<file path="config.mk">
export PLATFORM = sky130hd
export DESIGN_NAME = instruction_fetch_unit_flat
export DESIGN_NICKNAME = d
export VERILOG_FILES = /design/src/rtl/ifu_pkg.sv /design/src/rtl/instruction_fetch_unit_if.sv /design/src/rtl/ifu_prefetch_buf.sv /design/src/rtl/instruction_fetch_unit.sv /design/src/flat_wrapper.sv
export SDC_FILE = /design/constraint.sdc
export NUM_CORES = 1
export LEC_CHECK = 0
export ABC_CLOCK_PERIOD_IN_PS = 3700
export CAP_MARGIN = 5
export CELL_PAD_IN_SITES_DETAIL_PLACEMENT = 1
export CELL_PAD_IN_SITES_GLOBAL_PLACEMENT = 1
export CORE_MARGIN = 4
export CORE_UTILIZATION = 33
export DETAILED_ROUTE_END_ITERATION = 7
export GPL_ROUTABILITY_DRIVEN = 0
export PLACE_DENSITY = 0.84
export SLEW_MARGIN = 40
export SYNTH_ARGS = -nofsm -noshare
export SYNTH_HDL_FRONTEND = slang
export SYNTH_SLANG_ARGS = --single-unit
</file>
<file path="constraint.sdc">
create_clock -name clk -period 3.7 [get_ports clk]
set_clock_uncertainty 0.2 [all_clocks]
set_input_delay 0.74 -clock clk [delete_from_list [all_inputs] [get_ports clk]]
set_output_delay 0.74 -clock clk [all_outputs]
set_load 0.03 [all_outputs]
</file>
<file path="src/rtl/ifu_pkg.sv">
// Shared types and constants for the instruction fetch unit.
package ifu_pkg;

  localparam int          INSTR_W    = 32;
  localparam int          OPCODE_W   = 10;
  localparam logic [31:0] HALT_INSTR = 32'h0000_0000;
  localparam logic [31:0] PC_INCR    = 32'd4;

  typedef enum logic [1:0] {
    ST_FETCH = 2'd0,
    ST_HOLD  = 2'd1,
    ST_HALT  = 2'd2
  } ifu_state_e;

endpackage

</file>
<file path="src/rtl/instruction_fetch_unit_if.sv">
// Instruction memory read port: one request, one ack per word.
interface instruction_fetch_unit_if;
  logic        imem_req;
  logic [31:0] imem_addr;
  logic        imem_ack;
  logic [31:0] imem_rdata;

  modport master (output imem_req, imem_addr, input  imem_ack, imem_rdata);
  modport slave  (input  imem_req, imem_addr, output imem_ack, imem_rdata);
endinterface

</file>
<file path="src/rtl/ifu_prefetch_buf.sv">
// One-entry prefetch register; flush has priority over load.
module ifu_prefetch_buf
  import ifu_pkg::*;
(
  input  logic               clk,
  input  logic               rst_n,
  input  logic               flush,
  input  logic               load,
  input  logic [INSTR_W-1:0] load_data,
  output logic               valid,
  output logic [INSTR_W-1:0] data
);

  always_ff @(posedge clk) begin
    if (!rst_n) begin
      valid <= 1'b0;
      data  <= '0;
    end else if (flush) begin
      valid <= 1'b0;
    end else if (load) begin
      valid <= 1'b1;
      data  <= load_data;
    end
  end

endmodule

</file>
<file path="src/rtl/instruction_fetch_unit.sv">
// Instruction fetch sequencer with a single outstanding memory read.
// Define IFU_PREFETCH_EN to add a one-entry pc+4 prefetch buffer.
//
// state | meaning
// FETCH | request pc_next, wait for ack
// HOLD  | instruction presented, wait for acceptance
// HALT  | all-zero instruction accepted, idle until reset
module instruction_fetch_unit
  import ifu_pkg::*;
#(
  parameter logic [31:0] RESET_PC = 32'h0000_0000,
  parameter int          BR_OFF_W = 26
) (
  input  logic                     clk,
  input  logic                     rst_n,
  instruction_fetch_unit_if.master imem,
  output logic                     instr_valid,
  input  logic                     instr_ready,
  output logic [INSTR_W-1:0]       instruction,
  output logic [OPCODE_W-1:0]      opcode,
  output logic [31:0]              pc,
  input  logic                     branch,
  input  logic [BR_OFF_W-1:0]      branch_offset,
  output logic                     halted
);

  localparam logic [1:0] FETCH = ST_FETCH;
  localparam logic [1:0] HOLD  = ST_HOLD;
  localparam logic [1:0] HALT  = ST_HALT;

  logic [1:0]         state;
  logic [31:0]        pc_next;
  logic [31:0]        pc_q;
  logic [INSTR_W-1:0] instr_q;
  logic               accept;
  logic               is_halt;
  logic [31:0]        off_ext;
  logic [31:0]        seq_pc;
  logic [31:0]        br_target;

  assign accept    = (state == HOLD) && instr_ready;
  assign is_halt   = (instr_q == HALT_INSTR);
  assign off_ext   = {{(32-BR_OFF_W){branch_offset[BR_OFF_W-1]}}, branch_offset};
  assign seq_pc    = pc_q + PC_INCR;
  assign br_target = pc_q + (off_ext << 2);

`ifdef IFU_PREFETCH_EN
  logic               buf_valid;
  logic [INSTR_W-1:0] buf_data;
  logic               pf_req;
  logic               pf_ack;
  logic               pf_stale;

  assign pf_req = (state == HOLD) && !buf_valid;
  assign pf_ack = pf_req && imem.imem_ack;

  // Any acceptance empties the buffer: consumed on sequential flow, discarded on branch/halt.
  ifu_prefetch_buf u_prefetch_buf (
    .clk       (clk),
    .rst_n     (rst_n),
    .flush     (accept),
    .load      (pf_ack && !accept),
    .load_data (imem.imem_rdata),
    .valid     (buf_valid),
    .data      (buf_data)
  );

  // A prefetch cut off by a branch keeps its address until its ack is drained.
  assign imem.imem_req  = rst_n && ((state == FETCH) || pf_req);
  assign imem.imem_addr = ((state == FETCH) && !pf_stale) ? pc_next : seq_pc;

  always_ff @(posedge clk) begin
    if (!rst_n) begin
      state    <= FETCH;
      pc_next  <= RESET_PC;
      pc_q     <= RESET_PC;
      instr_q  <= '0;
      pf_stale <= 1'b0;
    end else begin
      case (state)
        FETCH: if (imem.imem_ack) begin
          if (pf_stale) begin
            pf_stale <= 1'b0;
          end else begin
            instr_q <= imem.imem_rdata;
            pc_q    <= pc_next;
            state   <= HOLD;
          end
        end
        HOLD: if (accept) begin
          if (is_halt) begin
            state <= HALT;
          end else if (branch) begin
            pc_next  <= br_target;
            pf_stale <= pf_req && !imem.imem_ack;
            state    <= FETCH;
          end else if (buf_valid) begin
            instr_q <= buf_data;
            pc_q    <= seq_pc;
          end else if (pf_ack) begin
            instr_q <= imem.imem_rdata;
            pc_q    <= seq_pc;
          end else begin
            pc_next <= seq_pc;
            state   <= FETCH;
          end
        end
        default: ;
      endcase
    end
  end
`else
  assign imem.imem_req  = rst_n && (state == FETCH);
  assign imem.imem_addr = pc_next;

  always_ff @(posedge clk) begin
    if (!rst_n) begin
      state   <= FETCH;
      pc_next <= RESET_PC;
      pc_q    <= RESET_PC;
      instr_q <= '0;
    end else begin
      case (state)
        FETCH: if (imem.imem_ack) begin
          instr_q <= imem.imem_rdata;
          pc_q    <= pc_next;
          state   <= HOLD;
        end
        HOLD: if (accept) begin
          if (is_halt) begin
            state <= HALT;
          end else begin
            pc_next <= branch ? br_target : seq_pc;
            state   <= FETCH;
          end
        end
        default: ;
      endcase
    end
  end
`endif

  assign instr_valid = (state == HOLD);
  assign halted      = (state == HALT);
  assign instruction = instr_q;
  assign opcode      = instr_q[INSTR_W-1 -: OPCODE_W];
  assign pc          = pc_q;

endmodule

</file>
<file path="src/flat_wrapper.sv">
// flat-port wrapper written by rule: the top's interface ports become plain ports
module instruction_fetch_unit_flat import ifu_pkg::*;
#(
  parameter logic [31:0] RESET_PC = 32'h0000_0000,
  parameter int          BR_OFF_W = 26
)
  (clk, rst_n, instr_valid, instr_ready, instruction, opcode, pc, branch, branch_offset, halted, imem_imem_req, imem_imem_addr, imem_imem_ack, imem_imem_rdata);
  instruction_fetch_unit_if imem_i ();
  input  logic clk;
  input  logic rst_n;
  output logic instr_valid;
  input  logic instr_ready;
  output logic [INSTR_W-1:0] instruction;
  output logic [OPCODE_W-1:0] opcode;
  output logic [31:0] pc;
  input  logic branch;
  input  logic [BR_OFF_W-1:0] branch_offset;
  output logic halted;
  output wire logic [$bits(imem_i.imem_req)-1:0] imem_imem_req;
  output wire logic [$bits(imem_i.imem_addr)-1:0] imem_imem_addr;
  input wire logic [$bits(imem_i.imem_ack)-1:0] imem_imem_ack;
  input wire logic [$bits(imem_i.imem_rdata)-1:0] imem_imem_rdata;
  assign imem_imem_req = imem_i.imem_req;
  assign imem_imem_addr = imem_i.imem_addr;
  assign imem_i.imem_ack = imem_imem_ack;
  assign imem_i.imem_rdata = imem_imem_rdata;
  instruction_fetch_unit #(.RESET_PC(RESET_PC), .BR_OFF_W(BR_OFF_W)) u_core (.clk(clk), .rst_n(rst_n), .imem(imem_i), .instr_valid(instr_valid), .instr_ready(instr_ready), .instruction(instruction), .opcode(opcode), .pc(pc), .branch(branch), .branch_offset(branch_offset), .halted(halted));
endmodule
</file>
* Word-level counts from Yosys, hierarchy flattened
Cells that the tools add are included.
W data, S select, Z words.
** Operators by class
- $add $sub $neg :: 2
- Equal/unequal tests :: 4
- Multiplexer cells :: 5
- Bitwise logic cells :: 1
- Reductions and logical operators :: 8
** Operators by type and width (number)
- $add A32 B3 Y32 const B :: 1
- $add A32 B32 Y32 :: 1
- $logic_not A32 Y1 :: 1
- $mux W32 :: 1
- $mux W2 :: 3
- $reduce_and A3 Y1 :: 2
- $pmux W2 S2 :: 1
- $eq A2 B1 Y1 const B :: 1
- $eq A2 B2 Y1 const B :: 1
- $logic_and A1 B1 Y1 :: 2
- $logic_not A2 Y1 :: 1
- $ne A2 B1 Y1 const B :: 1
- $ne A2 B2 Y1 const B :: 1
- $reduce_and A2 Y1 :: 1
- $reduce_bool A2 Y1 :: 1
- $not A1 Y1 :: 1
** Storage, ports and cells
- Register bits after elaboration :: 98
- Bits of input ports :: 63
- Output and inout port bits :: 109
- Logic and storage cells :: 24

* Longest topological paths before layout
- Word-level depth :: 4
- Gate-level depth with buffers :: 12
- Gate-level depth less buffers :: 12

* Worst setup path before layout
OpenSTA, ideal clock, no wires.
- Kind :: input-to-reg
- Start :: input branch
- End :: register u_core.pc_next[26], in the netlist u_core.imem.imem_addr[26]
- Setup time :: 134 ps
- Arrival :: 2708 ps
- Data required time :: 3366 ps
- Slack :: 659 ps
- Cell stages on the path :: 11
- Path buffers :: 1
- Cells stage by stage :: clkbuf_1 -> nand2_1 -> fa_1 -> nand2b_1 -> a21oi_1 -> o21ai_1 -> a21oi_2 -> a21oi_2 -> o21a_1 -> o311ai_1 -> o211ai_1
** Between the ends
- Cells in the longest elaborated chain, start to end :: 1
** RTL lines
- from (decl) :: line flat_wrapper.sv:16 : input logic branch;
- $mux W32 :: line instruction_fetch_unit.sv:133 : pc_next <= branch ? br_target : seq_pc;
- to (signal assigned) :: line instruction_fetch_unit.sv:133
- to (decl) :: line instruction_fetch_unit.sv:32 : logic [31:0] pc_next;
Every way passes these cells.
A chain may end at the register's enable or synchronous reset.

* Worst setup path after layout
- Start :: input branch_offset[0]
- End :: register u_core.pc_next[26], in the netlist u_core.imem.imem_addr[26]
** Between the ends
- Cells in the longest elaborated chain, start to end :: 2
** RTL lines
- from (decl) :: line flat_wrapper.sv:17 : input logic [BR_OFF_W-1:0] branch_offset;
- $add A32 B32 Y32 :: line instruction_fetch_unit.sv:45 : assign br_target = pc_q + (off_ext << 2);
- $mux W32 :: line instruction_fetch_unit.sv:133
Every way passes these cells.

==> results.cfg <==
[grt]
grt.overflow.total = 0
antenna_found_initial = 0
grt_pass1_vias = 5988
grt_max_degree = 52
grt_pass1_wl_um = 31500
track_usage_pct = 21.7

[clocking]
insertion_delay_ns = 0.35
cts_tree = yes
cts_root_buffer = clkbuf_16
clk_pin_slew_ns = 0.08
htree_levels = 3
cts.sinks = 98
cts_max_path_buffers = 2
numCtsBuffers = 9

[die]
core_area_um2 = 15300
ios = 172
die_w_um = 134
die_h_um = 134
rows = 45
die-area_um2 = 17900
initial_utilization_pct = 34.0

[worst_setup_path]
worst-r2r-cell-count = 11
cpPeakStageDelay_ns = 0.47
crit_path_start = branch_offset[0]
start_kind = input pin
crit_family = compound AO/OA/AOI/OAI gates
cp_max_fo = 4
crit_chain = clkdlybuf4s50_1 > nand2b_1 > ha_1 > inv_1 > fa_1 > nand2b_1 > a21oi_2 > o21ai_1 > a21oi_2 > a21oi_2 > o21a_1 > o311ai_1 > o211ai_1
crit_path_end_kind = flip-flop
crit_type = input pin to flip-flop
r2r_slack_ns = 0.79
arrival_ns = 3.51
r2r_end = u_core.imem.imem_addr[26]$_SDFFE_PN0P_
timing.rr.start = u_core.pc[2]$_SDFFE_PN0P_
crit_top_cell = a21oi_2
required_ns = 3.72
cp_slowest_cell = clkdlybuf4s50_1
cp_num_buf_inv = 2

[logic_synthesis]
synth.net_count = 781
synthTopCellsByArea = dfxtp_1 (38%), nand2_1 (14%), a21oi_1 (11%)
syn_avg_cell_area_um2 = 7.57
synthCells = 688
ys_types = 49
yosysWarningCount = 0
ys_ff_latch = 98
syn_area_um2 = 5210
synth_seq_area_share_pct = 37.6
synth.top_cell.area_share_pct = 37.6
synth_area_leader_cell = dfxtp_1

[drt]
wl_per_cell_um = 17.7
drt_wl_total_um = 19200
drcViolationCount = 0
first_iter_violations = 285
wl_met3_um = 822
wl_met2_um = 9720
vias = 5543
top_layer = met4
firstDrtPassIters = 4
routed_via_density = 5.10
wl_met1_um = 8240
ant_nets = 0

[run_status]
status = completed

[finish]
fin_area_um2 = 7640
antenna_cells = 0
syn_to_final_growth_pct = 46.7
final_core_util_pct = 49.9
drive_above_1_share_pct = 9.37
nets = 963

[timing]
hold_viol = 0
maxSlewViolCount = 0
fin_crit_ns = 3.49
slew_headroom_pct = 56.9
whs_ns = 0.272
period_share_pct = 94.2
setup_viol = 0
tightest_slew_ns = 0.646
rsz0062_at_grt = no
setup_ws_ns = 0.214
fmax_mhz = 287
finalSetupTns_ns = 0

[worst_hold_path]
min_from = u_core.instruction[9]$_SDFFE_PN0P_
worst_hold_path_type = flip-flop to flip-flop
min_to = u_core.instruction[9]$_SDFFE_PN0P_
holdPathStages = 2

[placed_design]
place_area_um2 = 7340
hpwl_um = 14200
io_buffers = 171
place_ws_ns = -0.224

[power]
power_density_nw_per_um2 = 335
ir_drop_uv = 193
leakagePower_nw = 2.91

[job]
cap_viol_max_count = 0
[worst register-to-register path, delay by kind of cell (launching register included)]
family,cells,cell delay [ns]
adders and majority gates,2,0.59
buffers and inverters,1,0.07
DFF,1,0.37
AOI/OAI and AO/OA,7,1.34
and+or+nand+nor,1,0.21
[through the flow]
stage	cells	power, mW
after floorplan	688	1.41
after global placement	1069	1.64
after detailed placement	1069	1.65
after CTS	1085	2.59
after global routing	1086	2.68
final	1086	2.56
[cell usage in the layout, fill, tap and decap left out, types with 3 or more instances in the layout]
cell             count
o21bai_1             3
dfxtp_1             98
nor3_1               3
a31oi_1              5
o211ai_1             5
clkdlybuf4s50_1    169
and2_1              24
a21o_1              12
nor4_1              10
o21ai_0             15
ha_1                29
o21ai_1              7
a21oi_2              5
a211oi_1             5
clkbuf_16            9
and3_1               5
nand4b_1             3
o21a_1               3
nand4_1              7
or3_1                6
nand3_1             17
nor2b_1              3
inv_1                6
nand2_1            187
xor2_1               8
nand2b_1             6
a21oi_1            112
xnor2_1             11
buf_4               46
nor2_1              21
[area by class of cell]
class	count	area [um2]
Clock buffer	9	225
Fill cell	1896	7670
Sequential cell	98	1960
Clock inverter	7	60.1
Multi-Input combinational cell	536	3020
Timing Repair Buffer	218	2090
Tap cell	211	264
Inverter	7	26.3
[worst max path at each step]
stage                                        endpoint  slack [ns]  depth (start not counted)
2_1_floorplan  u_core.imem.imem_addr[26]$_SDFFE_PN0P_        0.66                         11
3_3_place_gp   u_core.imem.imem_addr[31]$_SDFFE_PN0P_       -0.05                         12
3_5_place_dp   u_core.imem.imem_addr[26]$_SDFFE_PN0P_       -0.22                         13
4_1_cts        u_core.imem.imem_addr[26]$_SDFFE_PN0P_        0.08                         13
5_1_grt        u_core.imem.imem_addr[26]$_SDFFE_PN0P_        0.05                         13
6_report       u_core.imem.imem_addr[26]$_SDFFE_PN0P_        0.21                         13
[repair_timing]
item | 4_1_cts | 5_1_grt
hold buffers | 0 | 0
setup buffers | 0 | 1
gates resized for setup | 0 | 2
endpoints found under the setup margin | 0 | 3
[cells in the mapped netlist (all sizes together)]
library cell  count
a21oi           117
a31oi             5
a2111oi           1
a21o             12
fa                1
nand4b            3
dfxtp            98
and3              6
nor3b             1
mux2i             1
xor2              8
clkbuf           30
o211ai            5
nand4             8
inv               7
nand3            17
a32oi             1
a211oi            6
a32o              1
o21a              3
buf              17
nor2b             3
a22oi             2
o21bai            3
o31a              1
nand2           189
o21ai            23
nand3b            2
a21boi            1
and2             26
nor2             21
nor4             10
xnor2            11
nand2b            6
or3               7
nor3              5
ha               29
o311ai            1
[report_power, final]
| part | internal (mW) | leakage [nW] | total (mW) | switching [mW] |
|---|---|---|---|---|
| registers | 1.09 | 0.797 | 1.12 | 0.0319 |
| logic | 0.219 | 1.98 | 0.502 | 0.283 |
| clock network | 0.469 | 0.136 | 0.937 | 0.468 |
[cells by family (layout without fill, tap and decap cells)]
kind of cell / count (synthesis) / after routing / share of synthesized area [%]
mux: 1 / 1 / 0.192
buf+inv: 54 / 241 / 4.73
simple gates: 304 / 304 / 26.8
xor+xnor: 19 / 19 / 3.19
compound gates: 182 / 182 / 20.1
fa+ha+maj: 30 / 30 / 7.35
flops: 98 / 98 / 37.6
[state kept, by name, summed over array words and instances (netlist names)]
signal and flops:
u_core.instruction 32, u_core.pc 32, u_core.imem.imem_addr 32, u_core.state 2
[per-layer routing]
layer,GRT usage [%],vias up
met4,6.74,0
li1,-,2724
met3,4.42,29
met1,26.1,2662
met5,0,-
met2,38.9,128
(Power assumes the default switching activity.)
